**src/rtl/spi_slave_pkg.sv**
```systemverilog
// Shared constants and types for the SPI responder peripheral.
package spi_slave_pkg;

  localparam int unsigned BUS_W  = 32;
  localparam int unsigned DATA_W = 8;
  localparam int unsigned CNT_W  = $clog2(DATA_W);
  localparam int unsigned CTRL_W = 5;

  localparam logic [3:0] ADDR_CTRL   = 4'h0;
  localparam logic [3:0] ADDR_TXDATA = 4'h4;
  localparam logic [3:0] ADDR_RXDATA = 4'h8;
  localparam logic [3:0] ADDR_STATUS = 4'hC;

  localparam int unsigned CTRL_EN   = 0;
  localparam int unsigned CTRL_CPOL = 1;
  localparam int unsigned CTRL_CPHA = 2;
  localparam int unsigned CTRL_RXIE = 3;
  localparam int unsigned CTRL_OVIE = 4;

  localparam int unsigned ST_BUSY = 0;
  localparam int unsigned ST_RXV  = 1;
  localparam int unsigned ST_OVR  = 2;
  localparam int unsigned ST_TXE  = 3;

  typedef enum logic {
    IDLE   = 1'b0,
    ACTIVE = 1'b1
  } state_e;

endpackage

```
**src/rtl/spi_sync_edge.sv**
```systemverilog
// Multi-flop synchronizer for an asynchronous pad input with rise/fall pulses
// derived from the last two synchronized samples.
module spi_sync_edge #(
  parameter int unsigned STAGES  = 2,
  parameter logic        RST_VAL = 1'b0
) (
  input  logic clk_i,
  input  logic rst_ni,
  input  logic d,
  output logic q,
  output logic rise_c,
  output logic fall_c
);

  logic [STAGES-1:0] sync_q;
  logic              prev_q;

  always_ff @(posedge clk_i or negedge rst_ni) begin
    if (!rst_ni) begin
      sync_q <= {STAGES{RST_VAL}};
      prev_q <= RST_VAL;
    end else begin
      sync_q <= {sync_q[STAGES-2:0], d};
      prev_q <= sync_q[STAGES-1];
    end
  end

  assign q      = sync_q[STAGES-1];
  assign rise_c = q & ~prev_q;
  assign fall_c = ~q & prev_q;

endmodule

```
**src/rtl/spi_slave.sv**
```systemverilog
// SPI responder: oversampled SCK/SS/MOSI, 8-bit MSB-first frames in all CPOL/CPHA
// modes, single-entry TX/RX buffers behind the peripheral register bus.
module spi_slave
  import spi_slave_pkg::*;
#(
  parameter int unsigned       SYNC_STAGES = 2,
  parameter logic [DATA_W-1:0] IDLE_TX     = 8'h00
) (
  input  logic             clk_i,
  input  logic             rst_ni,
  input  logic [BUS_W-1:0] data_i,
  input  logic [BUS_W-1:0] addr_i,
  input  logic             we_i,
  output logic [BUS_W-1:0] data_o,
  input  logic             spi_sck,
  input  logic             spi_ss_n,
  input  logic             spi_mosi,
  output logic             spi_miso,
  output logic             spi_miso_oe,
  output logic             irq_o
);

  state_e              state_q, state_d;
  logic [CTRL_W-1:0]   ctrl_q;
  logic [DATA_W-1:0]   txbuf_q, rxdata_q, shifter_q;
  logic                tx_empty_q, rx_valid_q, overrun_q;
  logic [CNT_W-1:0]    bitcnt_q;
  logic                cpol_q, cpha_q;
  logic                miso_q, miso_oe_q, irq_q;
  logic [SYNC_STAGES-1:0] mosi_sync_q;

  logic sck_s, sck_rise_c, sck_fall_c;
  logic ss_s, ss_rise_c, ss_fall_c;
  logic mosi_s;
  logic lead_c, trail_c;
  logic start_c, sample_c, drive_c, frame_done_c;
  logic wr_ctrl_c, wr_tx_c, wr_status_c;
  logic [DATA_W-1:0] tx_next_c;
  logic unused_bits;

  spi_sync_edge #(.STAGES(SYNC_STAGES), .RST_VAL(1'b0)) u_sync_sck (
    .clk_i(clk_i), .rst_ni(rst_ni), .d(spi_sck),
    .q(sck_s), .rise_c(sck_rise_c), .fall_c(sck_fall_c)
  );

  spi_sync_edge #(.STAGES(SYNC_STAGES), .RST_VAL(1'b1)) u_sync_ss (
    .clk_i(clk_i), .rst_ni(rst_ni), .d(spi_ss_n),
    .q(ss_s), .rise_c(ss_rise_c), .fall_c(ss_fall_c)
  );

  // MOSI only needs to be aligned with the synchronized SCK edge.
  always_ff @(posedge clk_i or negedge rst_ni) begin
    if (!rst_ni) mosi_sync_q <= '0;
    else         mosi_sync_q <= {mosi_sync_q[SYNC_STAGES-2:0], spi_mosi};
  end
  assign mosi_s = mosi_sync_q[SYNC_STAGES-1];

  assign lead_c    = cpol_q ? sck_fall_c : sck_rise_c;
  assign trail_c   = cpol_q ? sck_rise_c : sck_fall_c;
  assign tx_next_c = tx_empty_q ? IDLE_TX : txbuf_q;

  assign wr_ctrl_c   = we_i && (addr_i[3:0] == ADDR_CTRL);
  assign wr_tx_c     = we_i && (addr_i[3:0] == ADDR_TXDATA);
  assign wr_status_c = we_i && (addr_i[3:0] == ADDR_STATUS);
  assign unused_bits = &{1'b0, addr_i[BUS_W-1:4], data_i[BUS_W-1:DATA_W], sck_s, ss_s};

  always_ff @(posedge clk_i or negedge rst_ni) begin
    if (!rst_ni) state_q <= IDLE;
    else         state_q <= state_d;
  end

  always_comb begin
    state_d  = state_q;
    start_c  = 1'b0;
    sample_c = 1'b0;
    drive_c  = 1'b0;
    case (state_q)
      IDLE: begin
        if (ss_fall_c && ctrl_q[CTRL_EN]) begin
          state_d = ACTIVE;
          start_c = 1'b1;
        end
      end
      ACTIVE: begin
        if (ss_rise_c || !ctrl_q[CTRL_EN]) begin
          state_d = IDLE;
        end else begin
          sample_c = cpha_q ? trail_c : lead_c;
          drive_c  = cpha_q ? lead_c : trail_c;
        end
      end
      default: state_d = IDLE;
    endcase
    frame_done_c = sample_c && (bitcnt_q == CNT_W'(DATA_W - 1));
  end

  // Later assignments win: frame completion over W1C, TXDATA write over load.
  always_ff @(posedge clk_i or negedge rst_ni) begin
    if (!rst_ni) begin
      ctrl_q     <= '0;
      txbuf_q    <= '0;
      rxdata_q   <= '0;
      shifter_q  <= '0;
      tx_empty_q <= 1'b1;
      rx_valid_q <= 1'b0;
      overrun_q  <= 1'b0;
      bitcnt_q   <= '0;
      cpol_q     <= 1'b0;
      cpha_q     <= 1'b0;
      miso_q     <= 1'b0;
      miso_oe_q  <= 1'b0;
      irq_q      <= 1'b0;
    end else begin
      if (wr_ctrl_c) ctrl_q <= data_i[CTRL_W-1:0];
      if (wr_status_c) begin
        if (data_i[ST_RXV]) rx_valid_q <= 1'b0;
        if (data_i[ST_OVR]) overrun_q  <= 1'b0;
      end
      if (start_c) begin
        shifter_q  <= tx_next_c;
        tx_empty_q <= 1'b1;
        bitcnt_q   <= '0;
        cpol_q     <= ctrl_q[CTRL_CPOL];
        cpha_q     <= ctrl_q[CTRL_CPHA];
        if (!ctrl_q[CTRL_CPHA]) miso_q <= tx_next_c[DATA_W-1];
      end
      if (sample_c) begin
        bitcnt_q <= bitcnt_q + CNT_W'(1);
        if (frame_done_c) begin
          rxdata_q   <= {shifter_q[DATA_W-2:0], mosi_s};
          rx_valid_q <= 1'b1;
          if (rx_valid_q) overrun_q <= 1'b1;
          shifter_q  <= tx_next_c;
          tx_empty_q <= 1'b1;
        end else begin
          shifter_q <= {shifter_q[DATA_W-2:0], mosi_s};
        end
      end
      if (drive_c) miso_q <= shifter_q[DATA_W-1];
      if (wr_tx_c) begin
        txbuf_q    <= data_i[DATA_W-1:0];
        tx_empty_q <= 1'b0;
      end
      miso_oe_q <= (state_d == ACTIVE);
      irq_q     <= (rx_valid_q & ctrl_q[CTRL_RXIE]) | (overrun_q & ctrl_q[CTRL_OVIE]);
    end
  end

  always_comb begin
    data_o = '0;
    case (addr_i[3:0])
      ADDR_CTRL:   data_o = BUS_W'(ctrl_q);
      ADDR_TXDATA: data_o = BUS_W'(txbuf_q);
      ADDR_RXDATA: data_o = BUS_W'(rxdata_q);
      ADDR_STATUS: data_o = BUS_W'({tx_empty_q, overrun_q, rx_valid_q, state_q == ACTIVE});
      default:     data_o = '0;
    endcase
  end

  assign spi_miso    = miso_q;
  assign spi_miso_oe = miso_oe_q;
  assign irq_o       = irq_q;

endmodule

```
**config.mk**
```make
export PLATFORM = sky130hd
export DESIGN_NAME = spi_slave
export DESIGN_NICKNAME = d
export VERILOG_FILES = /design/src/rtl/spi_slave_pkg.sv /design/src/rtl/spi_sync_edge.sv /design/src/rtl/spi_slave.sv
export SDC_FILE = /design/constraint.sdc
export NUM_CORES = 1
export LEC_CHECK = 0
export ABC_AREA = 1
export BUFFER_PORTS_ARGS = -buffer_cell sky130_fd_sc_hd__buf_2
export CORE_MARGIN = 5
export CORE_UTILIZATION = 35
export CTS_CLUSTER_SIZE = 25
export DETAILED_ROUTE_END_ITERATION = 12
export PLACE_DENSITY = 0.72
export SYNTH_ARGS = -nofsm -noshare
export SYNTH_HDL_FRONTEND = slang
export SYNTH_SLANG_ARGS = --single-unit
```
**constraint.sdc**
```tcl
create_clock -name clk_i -period 1.8 [get_ports clk_i]
set_input_delay 0.09 -clock clk_i [delete_from_list [all_inputs] [get_ports clk_i]]
set_output_delay 0.09 -clock clk_i [all_outputs]
set_load 0.1 [all_outputs]
```
==> results of run 1 <==
## sequential cells by signal, summed over array words and instances, names as in the netlist, 2 cells and up
name	cells
shifter_q	8
ctrl_q	5
txbuf_q	8
rxdata_q	8
u_sync_ss.sync_q	2
u_sync_sck.sync_q	2
mosi_sync_q	2
bitcnt_q	3
## tightest hold or removal path: cells and delay by family
family / cells / cell delay, ps
AOI/OAI and AO/OA: 1 / 60
buffers and inverters: 2 / 140
## synth_stat cells, drive strengths merged
cell / instances / share of area
inv: 40 / 0.062
o2111ai: 2 / 0.0072
a21boi: 1 / 0.0031
dfrtp: 44 / 0.46
a22o: 1 / 0.0036
nor2: 17 / 0.035
a31oi: 1 / 0.0026
a21oi: 7 / 0.014
nand2: 58 / 0.097
dfstp: 4 / 0.043
nor3: 2 / 0.013
o211ai: 1 / 0.0031
ha: 2 / 0.010
clkbuf: 1 / 0.0016
conb: 1 / 0.0016
o21ai: 34 / 0.070
buf: 27 / 0.086
nand4: 3 / 0.014
nand3: 29 / 0.076
## layout make-up
type,instances,area (um^2)
flip-flops and latches,48,1210
fillers,658,3920
repair buffers,35,320
multi-input cells,182,966
clock buffers,7,86.3
inverters,40,150
clock inverters,1,7.51
well taps,80,100
## power by group through the flow
| stage | Clock (uW) | Combinational (uW) | Sequential, uW |
|---|---|---|---|
| after floorplan | 0 | 754 | 1570 |
| after global placement | 0 | 1020 | 1460 |
| after detailed placement | 0 | 1040 | 1470 |
| after CTS | 685 | 1050 | 1450 |
| after global routing | 733 | 1150 | 1480 |
| final | 668 | 1050 | 1450 |
## how the worst max path moves through the flow
stage	start	endpoint	depth (start not counted)
global route	u_sync_ss.prev_q	shifter_q[0]	7
CTS	tx_empty_q	data_o[3]	5
finish	bitcnt_q[0]	shifter_q[0]	6
floorplan	addr_i[1]	data_o[4]	5
detailed placement	bitcnt_q[0]	shifter_q[5]	6
global placement	bitcnt_q[0]	shifter_q[4]	6
## per-layer routing
layer | GRT usage | vias up
met1 | 0.169 | 852
li1 | - | 903
met3 | 0.0282 | 5
met2 | 0.191 | 56
met5 | 0 | -
met4 | 0.0379 | 0
## cell usage in the layout (no fill, tap or decap), drive strengths merged
cell type / n
a21boi: 1
a21oi: 7
a22o: 1
a31oi: 1
buf: 31
clkbuf: 7
clkinvlp: 1
conb: 24
dfrtp: 44
dfstp: 4
dlygate4sd3: 4
ha: 2
inv: 40
nand2: 58
nand3: 29
nand4: 3
nor2: 17
nor3: 2
o2111ai: 2
o211ai: 1
o21ai: 34
## timing repair
item / in CTS / in global routing
resized for setup: 0 / 0
hold buffers: 4 / 0
endpoints found under the hold margin: 22 / 0
## cells by family after synthesis
logic type / share of synthesized area
flops: 0.499
other cells: 0.00155
fa+ha+maj: 0.0103
buf+inv: 0.150
simple gates: 0.235
compound gates: 0.105
## stage by stage
step	power, uW	TNS, ps	cells	area (um^2)
floorplan	2320	-1620	298	2530
global placement	2480	0	381	2700
detailed placement	2510	0	381	2700
CTS	3190	0	393	2840
global route	3360	0	393	2840
finish	3170	0	393	2840
==> out/metrics.yaml, run 1 <==
vias_per_cell: 4.62
leakage_uw: 0.00138
start_kind: "flip-flop"
finalSetupViolations: 0
hold_path_class: "in2reg"
syn-cell-area_mm2: 0.00242
drive_above_1_share: 0.208
fmax_mhz: 603
clock_path_buffers: 2
pwr_density_cell_mw_per_mm2: 1120
vdd_drop_max_mv: 0.441
met3_length_um: 334
yosysSeqAreaShare: 0.499
cts_buffers: 5
hold_start: "data_i[3]"
start_util: 0.358
cts_tree: "yes"
worstPathCellList: "ha_1 -> ha_1 -> inv_1 -> nand4_1 -> nand3_1 -> nand3_1"
place_hpwl_um: 3660
diodes: 0
hold_violations: 0
drcViolationCount: 0
htree_num_levels: 2
worst-setup-path-type: "reg2reg"
grtUsageTotal: 0.123
critPathArrivalTime_ps: 1830
worstSkewPairLatency_ps: 290
firstDrtPassIters: 4
cp.required_ps: 1980
core_mm2: 0.00676
clk_pin_slew_ps: 90
worst_slew_pin_slew_ps: 555
wl_met1_um: 2240
max_stage_delay_ps: 410
max-slew-margin-rel: 0.630
ant_nets: 0
globalplace.congestion: 0.782
finalNetCount: 384
port_buffers: 28
crit_path_end_kind: "flip-flop"
seq_power_share: 0.459
io_pins: 105
cts_setup_buffers: 0
cellInternalPower_uw: 1870
pre_cts_slack_ps: 175
root_buffer: "clkbuf_8"
drv_cap: 0
crit_buf_inv: 1
yosysUniqueCellTypes: 29
chipHeight_um: 93.1
yosysWarnings: 0
skew_ps: 5.81
clock_sinks: 48
hold_ws_ps: 38.2
clkPwrFrac: 0.211
min_period_ps: 1660
wl_met2_um: 2310
drt_iter0_markers: 161
ys_seq_elements: 48
grt_max_degree: 27
cp_top_family: "simple AND/OR/NAND/NOR gates"
fin_ws_ps: 141
num_rows: 30
holdPathEnd: "txbuf_q[3]"
power_frac_comb: 0.330
status: "completed"
worst_path_max_delay_cell: "dfrtp_1"
swShare: 0.411
synth_area_per_cell_um2: 8.79
slew_violations: 0
post-route-util: 0.420
reg2reg_to: "shifter_q[0]"
dieArea_mm2: 0.00867
top_layer: "met4"
vias: 1816
antenna_found_initial: 0
syn2layout_area_growth_pct: 17.3
grt_pass1_vias: 1729
wire_per_inst_um: 12.6
reg2reg_depth: 6
path_max_fanout: 8
overflow: 0
whs_path_depth: 3
drt-total-wl_um: 4940
reg2reg_from: "bitcnt_q[0]"
rsz0062_at_grt: "no"
power.switching_uw: 1300
final.period_utilization: 0.922
die_x_um: 93.1
netlist_instances: 275
grt_first_pass_wirelength_um: 8420
reg2reg_slack_ps: 140
No activity file was read; power rests on OpenSTA's default activity.
==> inputs of run 2 (changes only) <==
--- a/config.mk
+++ b/config.mk
@@ -7,6 +7,7 @@
 export LEC_CHECK = 0
 export ABC_AREA = 1
 export BUFFER_PORTS_ARGS = -buffer_cell sky130_fd_sc_hd__buf_2
+export CORE_ASPECT_RATIO = 0.9
 export CORE_MARGIN = 5
 export CORE_UTILIZATION = 35
 export CTS_CLUSTER_SIZE = 25
==> constraint.sdc (replaced) <==
create_clock -name clk_i -period 1.8 [get_ports clk_i]
set_input_delay 0.09 -clock clk_i [delete_from_list [all_inputs] [get_ports clk_i]]
set_output_delay 0.09 -clock clk_i [all_outputs]
set_load 0.005 [all_outputs]
==> out/metrics.yaml, run 2 (synthesized netlist as in run 1, its figures left out) <==
status: "completed"
leakage_uw: 0.00134  # -2.5%
wire_per_inst_um: 12.2  # -3.1%
reg2reg_slack_ps: 180  # +40 ps
num-fill-cells: 674  # +2.4%
vias: 1790  # -1.4%
multiInputGateArea_um2: 937  # -3.0%
post-route-util: 0.405  # -0.0151
vias_per_cell: 4.45  # -3.6%
globalplace.congestion: 0.804  # +2.9%
diodes: 0  # unchanged
drt-total-wl_um: 4890  # -0.93%
regArea_mm2: 0.00121  # -0.10%
io_pins: 105  # unchanged
pre_cts_slack_ps: 152  # -22.6 ps
cts_tree: "yes"
reg2reg_from: "u_sync_ss.prev_q"
drive_above_1_share: 0.186  # -0.0218
place_hpwl_um: 3660  # about the same
reg2reg_depth: 8  # +2
path_max_fanout: 8  # unchanged
drv_cap: 0  # unchanged
grt_first_pass_wirelength_um: 8490  # +0.82%
htree_num_levels: 2  # unchanged
layout_commonest_cell: "nand2_1"
finalSetupViolations: 0  # unchanged
skew_ps: 11.8  # +5.95 ps
final.period_utilization: 0.898  # -0.0241
min_period_ps: 1620  # -43.4 ps
whs_path_depth: 3  # unchanged
start_util: 0.363  # +0.00538
slew_violations: 0  # unchanged
finalNetCount: 383  # -0.26%
grt_pass1_vias: 1773  # +2.5%
reg2reg_to: "shifter_q[5]"
start_kind: "flip-flop"
overflow: 0  # unchanged
final_cell_mix: "53 x nand2_1, 44 x dfrtp_1, 36 x inv_1"
fin_ws_ps: 184  # +43.4 ps
clock_sinks: 48  # unchanged
num_rows: 28  # -6.7%
worst-setup-path-type: "reg2reg"
ant_nets: 0  # unchanged
antenna_found_initial: 0  # unchanged
tns_ps: 0  # unchanged
fmax_mhz: 619  # +2.7%
firstDrtPassIters: 4  # unchanged
reg_top3: "rxdata_q x8, shifter_q x8, txbuf_q x8"
worst_slew_pin_slew_ps: 543  # -12.0 ps
max-slew-margin-rel: 0.638  # +0.00802
dieArea_mm2: 0.00867  # about the same
die_x_um: 97.6  # +4.8%
crit_path_end_kind: "flip-flop"
pwr_density_cell_mw_per_mm2: 991  # -11%
root_buffer: "clkbuf_8"
cp.required_ps: 2050  # +70 ps
core_mm2: 0.00666  # -1.5%
rsz0062_at_grt: "no"
drt_iter0_markers: 68  # -58%
holdPathEnd: "txbuf_q[4]"
drcViolationCount: 0  # unchanged
hold_start: "data_i[4]"
grtUsageTotal: 0.123  # +0.000509
worstSkewPairLatency_ps: 310  # +20 ps
cts_buffers: 5  # unchanged
critPathArrivalTime_ps: 1860  # +30 ps
hold_violations: 0  # unchanged
vdd_drop_max_mv: 0.320  # -27%
clk_pin_slew_ps: 90  # about the same
chipHeight_um: 88.9  # -4.6%
port_buffers: 28  # unchanged
clock_path_buffers: 2  # unchanged
hold_ws_ps: 24.1  # -14.1 ps
hold_path_class: "in2reg"
grt_max_degree: 27  # unchanged
syn2layout_area_growth_pct: 11.4
run 2: cell types whose count changed in the layout (fill, tap and decap cells not counted), moves of 2 or more:
cell and change:
buf_12 -7, buf_2 +7, o21ai_0 +5, o21ai_1 -5
inv_1 +2, inv_2 -2, o2111ai_1 +2
run 2: final cells by class:
class                      count  share of cell area
inverter                      40              0.0557
multi-input combinational    182               0.348
clock buffer                   7              0.0283
tap                           90              0.0418
timing repair buffer          34              0.0771
clock inverter                 1             0.00186
sequential                    48               0.448
run 2: report_power, final:
group	switching [uW]	leakage [uW]	total (uW)	internal (uW)
Sequential	178	0.000604	1470	1290
Clock	362	0.0000422	635	274
Combinational	339	0.000697	567	229
Total	879	0.00134	2670	1790
run 2: worst max path at each step:
stage          depth (start not counted)             start  slack, ps           end
5_1_grt                                8       spi_miso_oe         20      spi_miso
3_3_place_gp                           6       bitcnt_q[0]        190  shifter_q[3]
6_report                               8  u_sync_ss.prev_q        180  shifter_q[5]
2_1_floorplan                         10  u_sync_ss.prev_q        360  shifter_q[0]
4_1_cts                                6       bitcnt_q[0]        120  shifter_q[4]
3_5_place_dp                           7  u_sync_ss.prev_q        150  shifter_q[4]
run 2: layer usage:
layer	vias to the layer above	part of all wire	GRT usage
met4	0	0.015	0.0465
met2	46	0.45	0.190
met5	-	0	0
met3	8	0.049	0.0307
met1	828	0.49	0.168
li1	908	-	-
run 2: worst max-delay path, cell delays in order (launching register included):
cell	delay [ps]
dfstp_2	550
inv_1	40
nand2_1	70
nand2_2	90
nor2_8	150
nand3_4	120
nor2_2	320
nand2_1	100
nand3_1	100
run 2: metrics by stage:
| step | power (uW) | cells | instance area [um^2] |
|---|---|---|---|
| 2_1_floorplan | 1900 | 298 | 2500 |
| 3_3_place_gp | 2020 | 389 | 2570 |
| 3_5_place_dp | 2050 | 389 | 2570 |
| 4_1_cts | 2690 | 401 | 2690 |
| 5_1_grt | 2860 | 402 | 2700 |
| 6_report | 2670 | 402 | 2700 |
run 2: repair_timing:
item / 4_1_cts / 5_1_grt
gates resized for setup: 0 / 0
endpoints found under the hold margin: 21 / 0
buffers inserted: 0 / 1
endpoints found under the setup margin: 0 / 2
hold buffers: 4 / 0
